`src/rtl/mips_core_pkg.sv`:
```
// Shared refill-path types: FSM states, requester ids, latched request record and burst length clamp.
package mips_core_pkg;

    localparam int ADDR_WIDTH = 32;
    localparam int DATA_WIDTH = 32;
    localparam int LEN_WIDTH  = 5;
    localparam int ID_WIDTH   = 4;

    localparam logic REQ_ICACHE   = 1'b0;
    localparam logic REQ_PREFETCH = 1'b1;

    typedef enum logic [1:0] {
        IDLE = 2'd0,
        ADDR = 2'd1,
        DATA = 2'd2
    } refill_state_t;

    typedef struct packed {
        logic [ADDR_WIDTH-1:0] addr;
        logic [LEN_WIDTH-1:0]  len;
        logic                  id;
    } refill_req_t;

    // Zero or oversize beat counts become a full-length burst.
    function automatic logic [LEN_WIDTH-1:0] clamp_len(input logic [LEN_WIDTH-1:0] len,
                                                       input int max_burst);
        logic [LEN_WIDTH-1:0] max_len;
        max_len = LEN_WIDTH'(max_burst);
        if (len == '0 || len > max_len) begin
            return max_len;
        end
        return len;
    endfunction

endpackage

```
`src/rtl/axi_read_if.sv`:
```
// AXI read address and read data channels of the shared refill port.
interface axi_read_address_if;
    logic [mips_core_pkg::ADDR_WIDTH-1:0] araddr;
    logic [mips_core_pkg::LEN_WIDTH-1:0]  arlen;
    logic                                 arvalid;
    logic [mips_core_pkg::ID_WIDTH-1:0]   arid;
    logic                                 arready;

    modport master (output araddr, arlen, arvalid, arid, input arready);
    modport slave  (input araddr, arlen, arvalid, arid, output arready);
endinterface

interface axi_read_data_if;
    logic [mips_core_pkg::DATA_WIDTH-1:0] rdata;
    logic                                 rvalid;
    logic                                 rready;

    modport master (input rdata, rvalid, output rready);
    modport slave  (output rdata, rvalid, input rready);
endinterface

```
`src/rtl/burst_beat_counter.sv`:
```
// Counts R beats of the current burst and flags the final one combinationally.
// Zero latency on last; no backpressure, advances on every accepted beat.
module burst_beat_counter
    import mips_core_pkg::*;
(
    input  logic                 clk,
    input  logic                 rst_n,
    input  logic                 clear,
    input  logic                 beat,
    input  logic [LEN_WIDTH-1:0] len,
    output logic                 last
);

    logic [LEN_WIDTH-1:0] count_q;

    assign last = (count_q == len - LEN_WIDTH'(1));

    always_ff @(posedge clk) begin
        if (!rst_n || clear) begin
            count_q <= '0;
        end else if (beat) begin
            count_q <= last ? '0 : count_q + LEN_WIDTH'(1);
        end
    end

endmodule

```
`src/rtl/refill_arbiter.sv`:
```
// Arbitrates i-cache (req0) and prefetch (req1) refills onto one AXI read port, one burst at a time.
// Grant is same-cycle from IDLE; R beats pass through with zero latency; RREADY stays high so memory sets the pace.
module refill_arbiter
    import mips_core_pkg::*;
#(
    parameter int MAX_BURST    = 16,
    parameter int STARVE_LIMIT = 4
) (
    input  logic                  clk,
    input  logic                  rst_n,

    input  logic                  req0_arvalid,
    input  logic [ADDR_WIDTH-1:0] req0_araddr,
    input  logic [LEN_WIDTH-1:0]  req0_arlen,
    output logic                  req0_arready,
    output logic                  req0_rvalid,
    output logic [DATA_WIDTH-1:0] req0_rdata,
    output logic                  req0_rlast,

    input  logic                  req1_arvalid,
    input  logic [ADDR_WIDTH-1:0] req1_araddr,
    input  logic [LEN_WIDTH-1:0]  req1_arlen,
    output logic                  req1_arready,
    output logic                  req1_rvalid,
    output logic [DATA_WIDTH-1:0] req1_rdata,
    output logic                  req1_rlast,

    input  logic                  flush,

    axi_read_address_if.master    mem_read_address,
    axi_read_data_if.master       mem_read_data
);

    localparam int            SW         = $clog2(STARVE_LIMIT + 1);
    localparam logic [SW-1:0] STARVE_MAX = SW'(STARVE_LIMIT);

    refill_state_t state_q, state_d;
    refill_req_t   lat_q, lat_d;
    logic [SW-1:0] starve_q, starve_d;
    logic          drop_q, drop_d;
    logic          beat;
    logic          last_beat;
    logic          flush_req1;

    assign beat       = rst_n && (state_q == DATA) && mem_read_data.rvalid;
    assign flush_req1 = flush && (lat_q.id == REQ_PREFETCH);

    always_ff @(posedge clk) begin
        if (!rst_n) begin
            state_q  <= IDLE;
            lat_q    <= '0;
            starve_q <= '0;
            drop_q   <= 1'b0;
        end else begin
            state_q  <= state_d;
            lat_q    <= lat_d;
            starve_q <= starve_d;
            drop_q   <= drop_d;
        end
    end

    always_comb begin
        state_d      = state_q;
        lat_d        = lat_q;
        starve_d     = starve_q;
        drop_d       = drop_q;
        req0_arready = 1'b0;
        req1_arready = 1'b0;

        case (state_q)
            IDLE: begin
                drop_d = 1'b0;
                if (!req1_arvalid) begin
                    starve_d = '0;
                end
                // A flushed prefetch never competes, even when it is owed a grant.
                if (rst_n && req1_arvalid && !flush && (starve_q == STARVE_MAX || !req0_arvalid)) begin
                    req1_arready = 1'b1;
                    lat_d        = '{addr: req1_araddr, len: clamp_len(req1_arlen, MAX_BURST), id: REQ_PREFETCH};
                    starve_d     = '0;
                    state_d      = ADDR;
                end else if (rst_n && req0_arvalid) begin
                    req0_arready = 1'b1;
                    lat_d        = '{addr: req0_araddr, len: clamp_len(req0_arlen, MAX_BURST), id: REQ_ICACHE};
                    state_d      = ADDR;
                    if (req1_arvalid && starve_q != STARVE_MAX) begin
                        starve_d = starve_q + 1'b1;
                    end
                end
            end
            ADDR: begin
                if (flush_req1) begin
                    drop_d = 1'b1;
                end
                if (mem_read_address.arready) begin
                    state_d = DATA;
                end
            end
            DATA: begin
                if (flush_req1) begin
                    drop_d = 1'b1;
                end
                if (beat && last_beat) begin
                    state_d = IDLE;
                    drop_d  = 1'b0;
                end
            end
            default: begin
                state_d = IDLE;
            end
        endcase
    end

    burst_beat_counter u_beat_cnt (
        .clk   (clk),
        .rst_n (rst_n),
        .clear (state_q != DATA),
        .beat  (beat),
        .len   (lat_q.len),
        .last  (last_beat)
    );

    assign mem_read_address.arvalid = rst_n && (state_q == ADDR);
    assign mem_read_address.araddr  = lat_q.addr;
    assign mem_read_address.arlen   = lat_q.len;
    assign mem_read_address.arid    = {{(ID_WIDTH-1){1'b0}}, lat_q.id};
    assign mem_read_data.rready     = 1'b1;

    // A dropped prefetch burst is still drained from memory, just not delivered.
    assign req0_rvalid = beat && (lat_q.id == REQ_ICACHE);
    assign req1_rvalid = beat && (lat_q.id == REQ_PREFETCH) && !drop_q;
    assign req0_rlast  = req0_rvalid && last_beat;
    assign req1_rlast  = req1_rvalid && last_beat;
    assign req0_rdata  = mem_read_data.rdata;
    assign req1_rdata  = mem_read_data.rdata;

endmodule

```
`src/flat_wrapper.sv`:
```
// flat-port wrapper written by rule: the top's interface ports become plain ports
module refill_arbiter_flat import mips_core_pkg::*;
#(
    parameter int MAX_BURST    = 16,
    parameter int STARVE_LIMIT = 4
)
  (clk, rst_n, req0_arvalid, req0_araddr, req0_arlen, req0_arready, req0_rvalid, req0_rdata, req0_rlast, req1_arvalid, req1_araddr, req1_arlen, req1_arready, req1_rvalid, req1_rdata, req1_rlast, flush, mem_read_address_araddr, mem_read_address_arlen, mem_read_address_arvalid, mem_read_address_arid, mem_read_address_arready, mem_read_data_rdata, mem_read_data_rvalid, mem_read_data_rready);
  axi_read_address_if mem_read_address_i ();
  axi_read_data_if mem_read_data_i ();
  input  logic clk;
  input  logic rst_n;
  input  logic req0_arvalid;
  input  logic [ADDR_WIDTH-1:0] req0_araddr;
  input  logic [LEN_WIDTH-1:0] req0_arlen;
  output logic req0_arready;
  output logic req0_rvalid;
  output logic [DATA_WIDTH-1:0] req0_rdata;
  output logic req0_rlast;
  input  logic req1_arvalid;
  input  logic [ADDR_WIDTH-1:0] req1_araddr;
  input  logic [LEN_WIDTH-1:0] req1_arlen;
  output logic req1_arready;
  output logic req1_rvalid;
  output logic [DATA_WIDTH-1:0] req1_rdata;
  output logic req1_rlast;
  input  logic flush;
  output wire logic [$bits(mem_read_address_i.araddr)-1:0] mem_read_address_araddr;
  output wire logic [$bits(mem_read_address_i.arlen)-1:0] mem_read_address_arlen;
  output wire logic [$bits(mem_read_address_i.arvalid)-1:0] mem_read_address_arvalid;
  output wire logic [$bits(mem_read_address_i.arid)-1:0] mem_read_address_arid;
  input wire logic [$bits(mem_read_address_i.arready)-1:0] mem_read_address_arready;
  input wire logic [$bits(mem_read_data_i.rdata)-1:0] mem_read_data_rdata;
  input wire logic [$bits(mem_read_data_i.rvalid)-1:0] mem_read_data_rvalid;
  output wire logic [$bits(mem_read_data_i.rready)-1:0] mem_read_data_rready;
  assign mem_read_address_araddr = mem_read_address_i.araddr;
  assign mem_read_address_arlen = mem_read_address_i.arlen;
  assign mem_read_address_arvalid = mem_read_address_i.arvalid;
  assign mem_read_address_arid = mem_read_address_i.arid;
  assign mem_read_address_i.arready = mem_read_address_arready;
  assign mem_read_data_i.rdata = mem_read_data_rdata;
  assign mem_read_data_i.rvalid = mem_read_data_rvalid;
  assign mem_read_data_rready = mem_read_data_i.rready;
  refill_arbiter #(.MAX_BURST(MAX_BURST), .STARVE_LIMIT(STARVE_LIMIT)) u_core (.clk(clk), .rst_n(rst_n), .req0_arvalid(req0_arvalid), .req0_araddr(req0_araddr), .req0_arlen(req0_arlen), .req0_arready(req0_arready), .req0_rvalid(req0_rvalid), .req0_rdata(req0_rdata), .req0_rlast(req0_rlast), .req1_arvalid(req1_arvalid), .req1_araddr(req1_araddr), .req1_arlen(req1_arlen), .req1_arready(req1_arready), .req1_rvalid(req1_rvalid), .req1_rdata(req1_rdata), .req1_rlast(req1_rlast), .flush(flush), .mem_read_address(mem_read_address_i), .mem_read_data(mem_read_data_i));
endmodule
```
`config.mk`:
```
export PLATFORM = sky130hd
export DESIGN_NAME = refill_arbiter_flat
export DESIGN_NICKNAME = d
export VERILOG_FILES = /design/src/rtl/mips_core_pkg.sv /design/src/rtl/axi_read_if.sv /design/src/rtl/burst_beat_counter.sv /design/src/rtl/refill_arbiter.sv /design/src/flat_wrapper.sv
export SDC_FILE = /design/constraint.sdc
export NUM_CORES = 1
export LEC_CHECK = 0
export ABC_AREA = 1
export CORE_MARGIN = 5
export CORE_UTILIZATION = 35
export DETAILED_ROUTE_END_ITERATION = 12
export DONT_BUFFER_PORTS = 1
export PLACE_DENSITY = 0.54
export SLEW_MARGIN = 20
export SYNTH_ARGS = -nofsm -noshare
export SYNTH_HDL_FRONTEND = slang
export SYNTH_SLANG_ARGS = --single-unit
```
`constraint.sdc`:
```
create_clock -name clk -period 2.38 [get_ports clk]
set_input_delay 0.714 -clock clk [delete_from_list [all_inputs] [get_ports clk]]
set_output_delay 0.714 -clock clk [all_outputs]
set_load 0.05 [all_outputs]
```
==> results of run 1 <==
-- how the worst max path moves through the flow --
stage          slack (ps)  depth (start not counted)          to
6_report             -140                         12  req0_rlast
5_1_grt              -270                         12  req0_rlast
4_1_cts              -180                         12  req0_rlast
3_5_place_dp           80                         11  req1_rlast
3_3_place_gp           90                         11  req1_rlast
2_1_floorplan        -150                         10  req1_rlast
-- flip-flops by register name, indices dropped and copies added (netlist names) --
signal and flops:
u_core.drop_q 1, u_core.mem_read_address.araddr 32, u_core.mem_read_address.arid 1, u_core.mem_read_address.arlen 5, u_core.starve_q 3, u_core.state_q 2
u_core.u_beat_cnt.count_q 5
-- layer usage --
metal | share of wire [%] | wire (um) | global-route usage, % | vias to the layer above
met1 | 40 | 2890 | 15.3 | 1078
met2 | 49 | 3490 | 22.0 | 109
li1 | - | - | - | 1249
met3 | 10 | 732 | 5.53 | 8
met5 | 0 | 0 | 0 | -
met4 | 0.88 | 63 | 3.75 | 0
-- repair_timing --
item,CTS,global route
endpoints found under the setup margin,4,4
pin swaps,4,3
setup buffers,5,0
cloned,0,0
gates resized for setup,11,4
-- final cells by class --
| type | instances | area (um^2) |
|---|---|---|
| multi-input combinational | 266 | 1440 |
| fill | 920 | 5520 |
| timing repair buffer | 27 | 298 |
| sequential | 49 | 995 |
| inverter | 36 | 138 |
| tap | 108 | 135 |
| clock inverter | 3 | 46.3 |
| clock buffer | 5 | 68.8 |
-- worst max-delay path, cell delays in order, from the launching register on --
cell     delay [ps]
dfxtp_4         360
inv_4            40
ha_4            260
inv_2            20
nand2_1          50
nand2_1          40
nor2_1           70
nand2_1          60
nor2_2          100
nand3_2         120
buf_6           150
nor2_4           90
buf_12          140
-- power by group --
group | internal, mW | leakage, nW | switching [mW]
Combinational | 0.251 | 0.837 | 0.431
Sequential | 0.942 | 0.406 | 0.402
Clock | 0.315 | 0.0543 | 0.289
Total | 1.51 | 1.30 | 1.12
-- cells in the final DEF (no fill, tap or decap), types with 2 or more instances in the layout --
master,n
a211oi_2,4
a21oi_1,12
a31oi_1,32
buf_12,7
buf_4,18
buf_6,2
clkbuf_8,5
conb_1,4
dfxtp_1,42
dfxtp_2,5
dfxtp_4,2
ha_1,8
ha_4,2
inv_1,28
inv_2,7
nand2_1,109
nand3_1,14
nand3_2,2
nand4_1,4
nor2_1,15
nor2_2,5
nor3_4,3
o21ai_0,40
xor2_1,3
-- kinds of logic after synthesis --
kind of cell	after synthesis
other	2
DFF	49
adders and majority gates	10
AOI/OAI and AO/OA	90
buffers and inverters	123
xor gates and xnor gates	3
and+or+nand+nor	159
-- stage by stage --
step                      setup TNS, ps  util, %  cell area (um^2)  instances
final                              -224     36.1              3120        494
after global routing               -484     36.1              3120        494
after CTS                          -316     36.0              3110        494
after detailed placement              0     33.9              2920        481
after global placement                0     33.9              2920        481
after floorplan                    -150        -              3130        438
==> results.tsv, run 1 <==
metric	value	unit
Final Slew Violations	0	
dpl ws	83.6	ps
pwr dens	843	nW/um^2
hold_sp	u_core.starve_q[1]	
max-cap viol count	0	
Initial Util	35.5	%
Worst Setup SP	u_core.mem_read_address.arlen[1]	
peak supply drop	0.310	mV
share of the synthesized area in the top cell type	32.0	%
Worst Path Arrival	1810	ps
Slew headroom	61.7	%
number of H-tree branching levels	2	
reg-to-reg endpoint	u_core.state_q[0]	
DIE WIDTH	104	um
ant diodes	0	
commonest cells in the netlist	nand2_1 (109), buf_4 (70), dfxtp_1 (49)	
#FFs+latches synth	49	
die area	10700	um^2
Synth Area in Adders	4.08	%
Final #Nets	508	
unrepaired setup endpoints after global routing	true	
vias in the first global route	2432	
Overall Global Routing Usage	13.2	%
sequential-to-total area share from yosys stat	32.0	%
Period Utilization, post-route	106	%
hold path cells	2	
synth unique cells	27	
Vias/cell	4.95	
Gate Count Post-Synth	436	
synth top area cells	dfxtp_1 (32%), buf_4 (17%), nand2_1 (13%)	
Leakage	1.30	nW
largest net degree at the start of global routing	60	
Hold EP	u_core.starve_q[1]	
Layout area overhead	1.84	%
final setup violation count	2	
HPWL after DPL	5.55	mm
kind of end point of the critical path	output port	
FF-to-FF Start	u_core.mem_read_address.arlen[1]	
row cnt	34	
Final WS setup	-142	ps
CORE AREA	8640	um^2
CP Launch Type	flop	
clk sink count	49	
Detailed Route Iter0 Violations	78	
Yosys top cell by area	dfxtp_1	
clock-pin slew on the worst setup and hold paths	100	ps
DRT Pass-1 Iters	5	
DR DRC count	0	
status	finished, violations left	
XOR/XNOR share of the synthesized area	0.858	%
Clk Latency, worst-skew pair	300	ps
Clock Tree Root	clkbuf_8	
post-route ant nets	0	
Setup Skew	8.90	ps
CP required	1670	ps
Synth Area in Compound Gates	17.2	%
r2r worst-path depth	16	
hold-fix buffers at CTS	0	
Crit Path Class	flop to output port	
r2r setup slk	420	ps
main combinational cell family by area after synthesis	buffers and inverters	
I/O Pins	226	
total power	2.63	mW
hold slack	501	ps
Synth Flop Type	dfxtp_1	
Hold Path Class	flop to flop	
most common cell in the netlist	nand2_1	
vias post-DR	2444	
initial antenna violation count	0	
PortBufs	0	
post-synthesis simple-gate area fraction	21.4	%
CTS Buffer Depth	2	
CTS tree	yes	
wire per inst	14.5	um
Tmin final	2520	ps
final hold vios	0	
first-pass GRT wire length	11.9	mm
CTS Buf Count	5	
GPL Wtd Cong	0.772	
Post-Syn Area	3060	um^2
failing checks	negative setup slack	
Post-synth EDFFs	0	
ys async rst share	0	%
Die Y	104	um
post-synthesis area per instance	7.03	um^2
post-synthesis mux area share	0	%
share of layout cells above drive strength 1	18.4	%
Crit Path Max Fanout	2	
fmax	397	MHz
final wirelength	7.18	mm
yosys warns	0	
total grt overflow	0	
worst-margin pin slew	574	ps
Power figures use the tool's default switching activity.
==> run 2: changes to the inputs <==
--- a/config.mk
+++ b/config.mk
@@ -10,7 +10,7 @@
 export CORE_UTILIZATION = 35
 export DETAILED_ROUTE_END_ITERATION = 12
 export DONT_BUFFER_PORTS = 1
-export PLACE_DENSITY = 0.54
+export PLACE_DENSITY = 0.56
 export SLEW_MARGIN = 20
 export SYNTH_ARGS = -nofsm -noshare
 export SYNTH_HDL_FRONTEND = slang
==> constraint.sdc (replaced) <==
create_clock -name clk -period 2.15 [get_ports clk]
set_input_delay 0.645 -clock clk [delete_from_list [all_inputs] [get_ports clk]]
set_output_delay 0.645 -clock clk [all_outputs]
set_load 0.05 [all_outputs]
==> run 2 against run 1 <==
Net effect: the run still ends with negative setup slack left; clock power shrank 3.3%; setup slack lost 170 ps; core utilization rose by 1.5 points; critical path type unchanged; critical endpoint is now req1_rlast; largest power group unchanged; highest routed layer unchanged.
==> results.tsv, run 2 (synthesis gave the netlist of run 1 again) <==
metric	value	unit	change
status	finished, violations left		unchanged
failing checks	negative setup slack		unchanged
pwr dens	898	nW/um^2	was 843 nW/um^2
Logic pwr share	28.7	%	was 25.9%
post-route ant nets	0		unchanged
total grt overflow	0		unchanged
Flop pwr share	51.2	%	was 51.1%
Final Slew Violations	0		unchanged
CTS tree	yes		unchanged
hold path cells	2		unchanged
commonest non-fill, non-tap cell in the layout	nand2_1		unchanged
row cnt	34		unchanged
wire per inst	15.4	um	was 14.5 um
clock power share	20.0	%	was 23.0%
GPL Wtd Cong	0.850		was 0.772
CP Launch Type	flop		unchanged
DRT Pass-1 Iters	4		was 5
I/O Pins	226		unchanged
Initial Util	35.5	%	unchanged
reg-to-reg endpoint	u_core.starve_q[1]		was u_core.state_q[0]
peak supply drop	0.406	mV	was 0.310 mV
kind of end point of the critical path	output port		unchanged
fmax	406	MHz	
r2r worst-path depth	14		was 16
hold-fix buffers at CTS	0		unchanged
most frequent cells in the layout	nand2_1 (105), dfxtp_1 (43), o21ai_0 (39)		was nand2_1 (109), dfxtp_1 (42), o21ai_0 (40)
first-pass GRT wire length	12.4	mm	was 11.9 mm
Final WS setup	-310	ps	was -142 ps
largest net degree at the start of global routing	40		was 60
Crit Path Max Fanout	4		was 2
HPWL after DPL	5.97	mm	was 5.55 mm
CP required	1500	ps	was 1670 ps
share of layout cells above drive strength 1	23.4	%	was 18.4%
die area	10700	um^2	unchanged
number of H-tree branching levels	2		unchanged
max-cap viol count	0		unchanged
Inst Count DP	483		was 481
worst-margin pin slew	568	ps	was 574 ps
FF-to-FF Start	u_core.starve_q[0]		was u_core.mem_read_address.arlen[1]
CTS Buf Count	5		unchanged
DIE WIDTH	104	um	unchanged
Setup Skew	10.7	ps	was 8.90 ps
hold slack	468	ps	was 501 ps
final setup violation count	2		unchanged
dpl ws	-96.2	ps	was 83.6 ps
vias post-DR	2530		was 2444
max reg flops	32		unchanged
Vias/cell	5.00		was 4.95
DR DRC count	0		unchanged
fin area	3250	um^2	was 3120 um^2
Worst Path Arrival	1820	ps	was 1810 ps
Period Utilization, post-route	114	%	
Detailed Route Iter0 Violations	97		was 78
Clock Tree Root	clkbuf_8		unchanged
Crit Path Class	flop to output port		unchanged
post-layout util	37.6	%	was 36.1%
Tmin final	2460	ps	
CORE AREA	8640	um^2	unchanged
final hold vios	0		unchanged
ant diodes	0		unchanged
Non-Filler Instances	506		was 494
Clk Latency, worst-skew pair	310	ps	was 300 ps
clock-pin slew on the worst setup and hold paths	100	ps	about the same
Overall Global Routing Usage	13.9	%	was 13.2%
placed cell area	2970	um^2	was 2920 um^2
vias in the first global route	2461		was 2432
Cell Int Power	1.61	mW	was 1.51 mW
initial antenna violation count	0		unchanged
Hold EP	u_core.state_q[1]		was u_core.starve_q[1]
Die Y	104	um	unchanged
final wirelength	7.78	mm	was 7.18 mm
Slew headroom	62.1	%	was 61.7%
Final #Nets	520		was 508
switching part of the total	44.9	%	was 42.7%
unrepaired setup endpoints after global routing	true		unchanged
setup_tns	-571	ps	was -224 ps
CTS Buffer Depth	2		unchanged
PortBufs	0		unchanged
r2r setup slk	150	ps	was 420 ps
switching power total	1.31	mW	was 1.12 mW
Layout area overhead	5.96	%	was 1.84%
hold_sp	rst_n		was u_core.starve_q[1]
Leakage	1.35	nW	was 1.30 nW
Hold Path Class	primary input to flop		was flop to flop
total power	2.91	mW	was 2.63 mW
clk sink count	49		unchanged
## run 2: cell count changes in the layout (fill, tap and decap cells not counted), sizes merged
| cell | before | now |
|---|---|---|
| inv | 36 | 39 |
| buf | 27 | 39 |
| clkinv | 1 | 0 |
| clkinvlp | 1 | 0 |
| bufinv | 1 | 0 |
## run 2: critical path, stage by stage (launching register included)
cell	delay, ps
dfxtp_4	370
inv_4	40
ha_4	260
inv_2	30
nand2_1	50
nand2_1	40
nor2_1	80
nand2_1	90
nor2_4	120
nand3_4	120
nor3_4	170
buf_12	160
## run 2: worst max path at each step
stage	from	to	slack [ps]	cells after the start
floorplan	u_core.mem_read_address.arlen[0]	req1_rlast	-270	10
global placement	u_core.mem_read_address.arlen[1]	req1_rlast	-80	11
detailed placement	u_core.mem_read_address.arlen[1]	req1_rlast	-100	11
CTS	u_core.mem_read_address.arlen[1]	req1_rlast	-340	11
global route	u_core.mem_read_address.arlen[1]	req1_rlast	-430	11
finish	u_core.mem_read_address.arlen[1]	req1_rlast	-310	11
## run 2: area by class of cell
cell class	count	area, um^2
fill	883	5390
multi-input combinational	266	1500
sequential	49	993
timing repair buffer	39	380
inverter	36	143
tap	108	135
clock buffer	5	68.8
clock inverter	3	23.8
## run 2: routing by layer
metal / global-route usage, % / vias to the layer above / share of wire [%]
met1: 16.5 / 1133 / 40
met2: 23.3 / 120 / 49
met4: 3.84 / 0 / 0.98
met5: 0 / - / 0
met3: 5.10 / 5 / 9.7
li1: - / 1272 / -
## run 2: power by group through the flow
| stage | combinational (mW) | sequential [mW] | clock (mW) |
|---|---|---|---|
| after floorplan | 0.845 | 1.53 | 0 |
| after global placement | 0.742 | 1.51 | 0 |
| after detailed placement | 0.760 | 1.51 | 0 |
| after CTS | 0.812 | 1.49 | 0.605 |
| after global routing | 0.934 | 1.51 | 0.652 |
| final | 0.837 | 1.49 | 0.584 |
## run 2: repair_timing
action | CTS | global route
pin swaps | 8 | 3
buffers inserted | 13 | 2
gates resized for setup | 13 | 10
setup endpoints to repair | 6 | 8
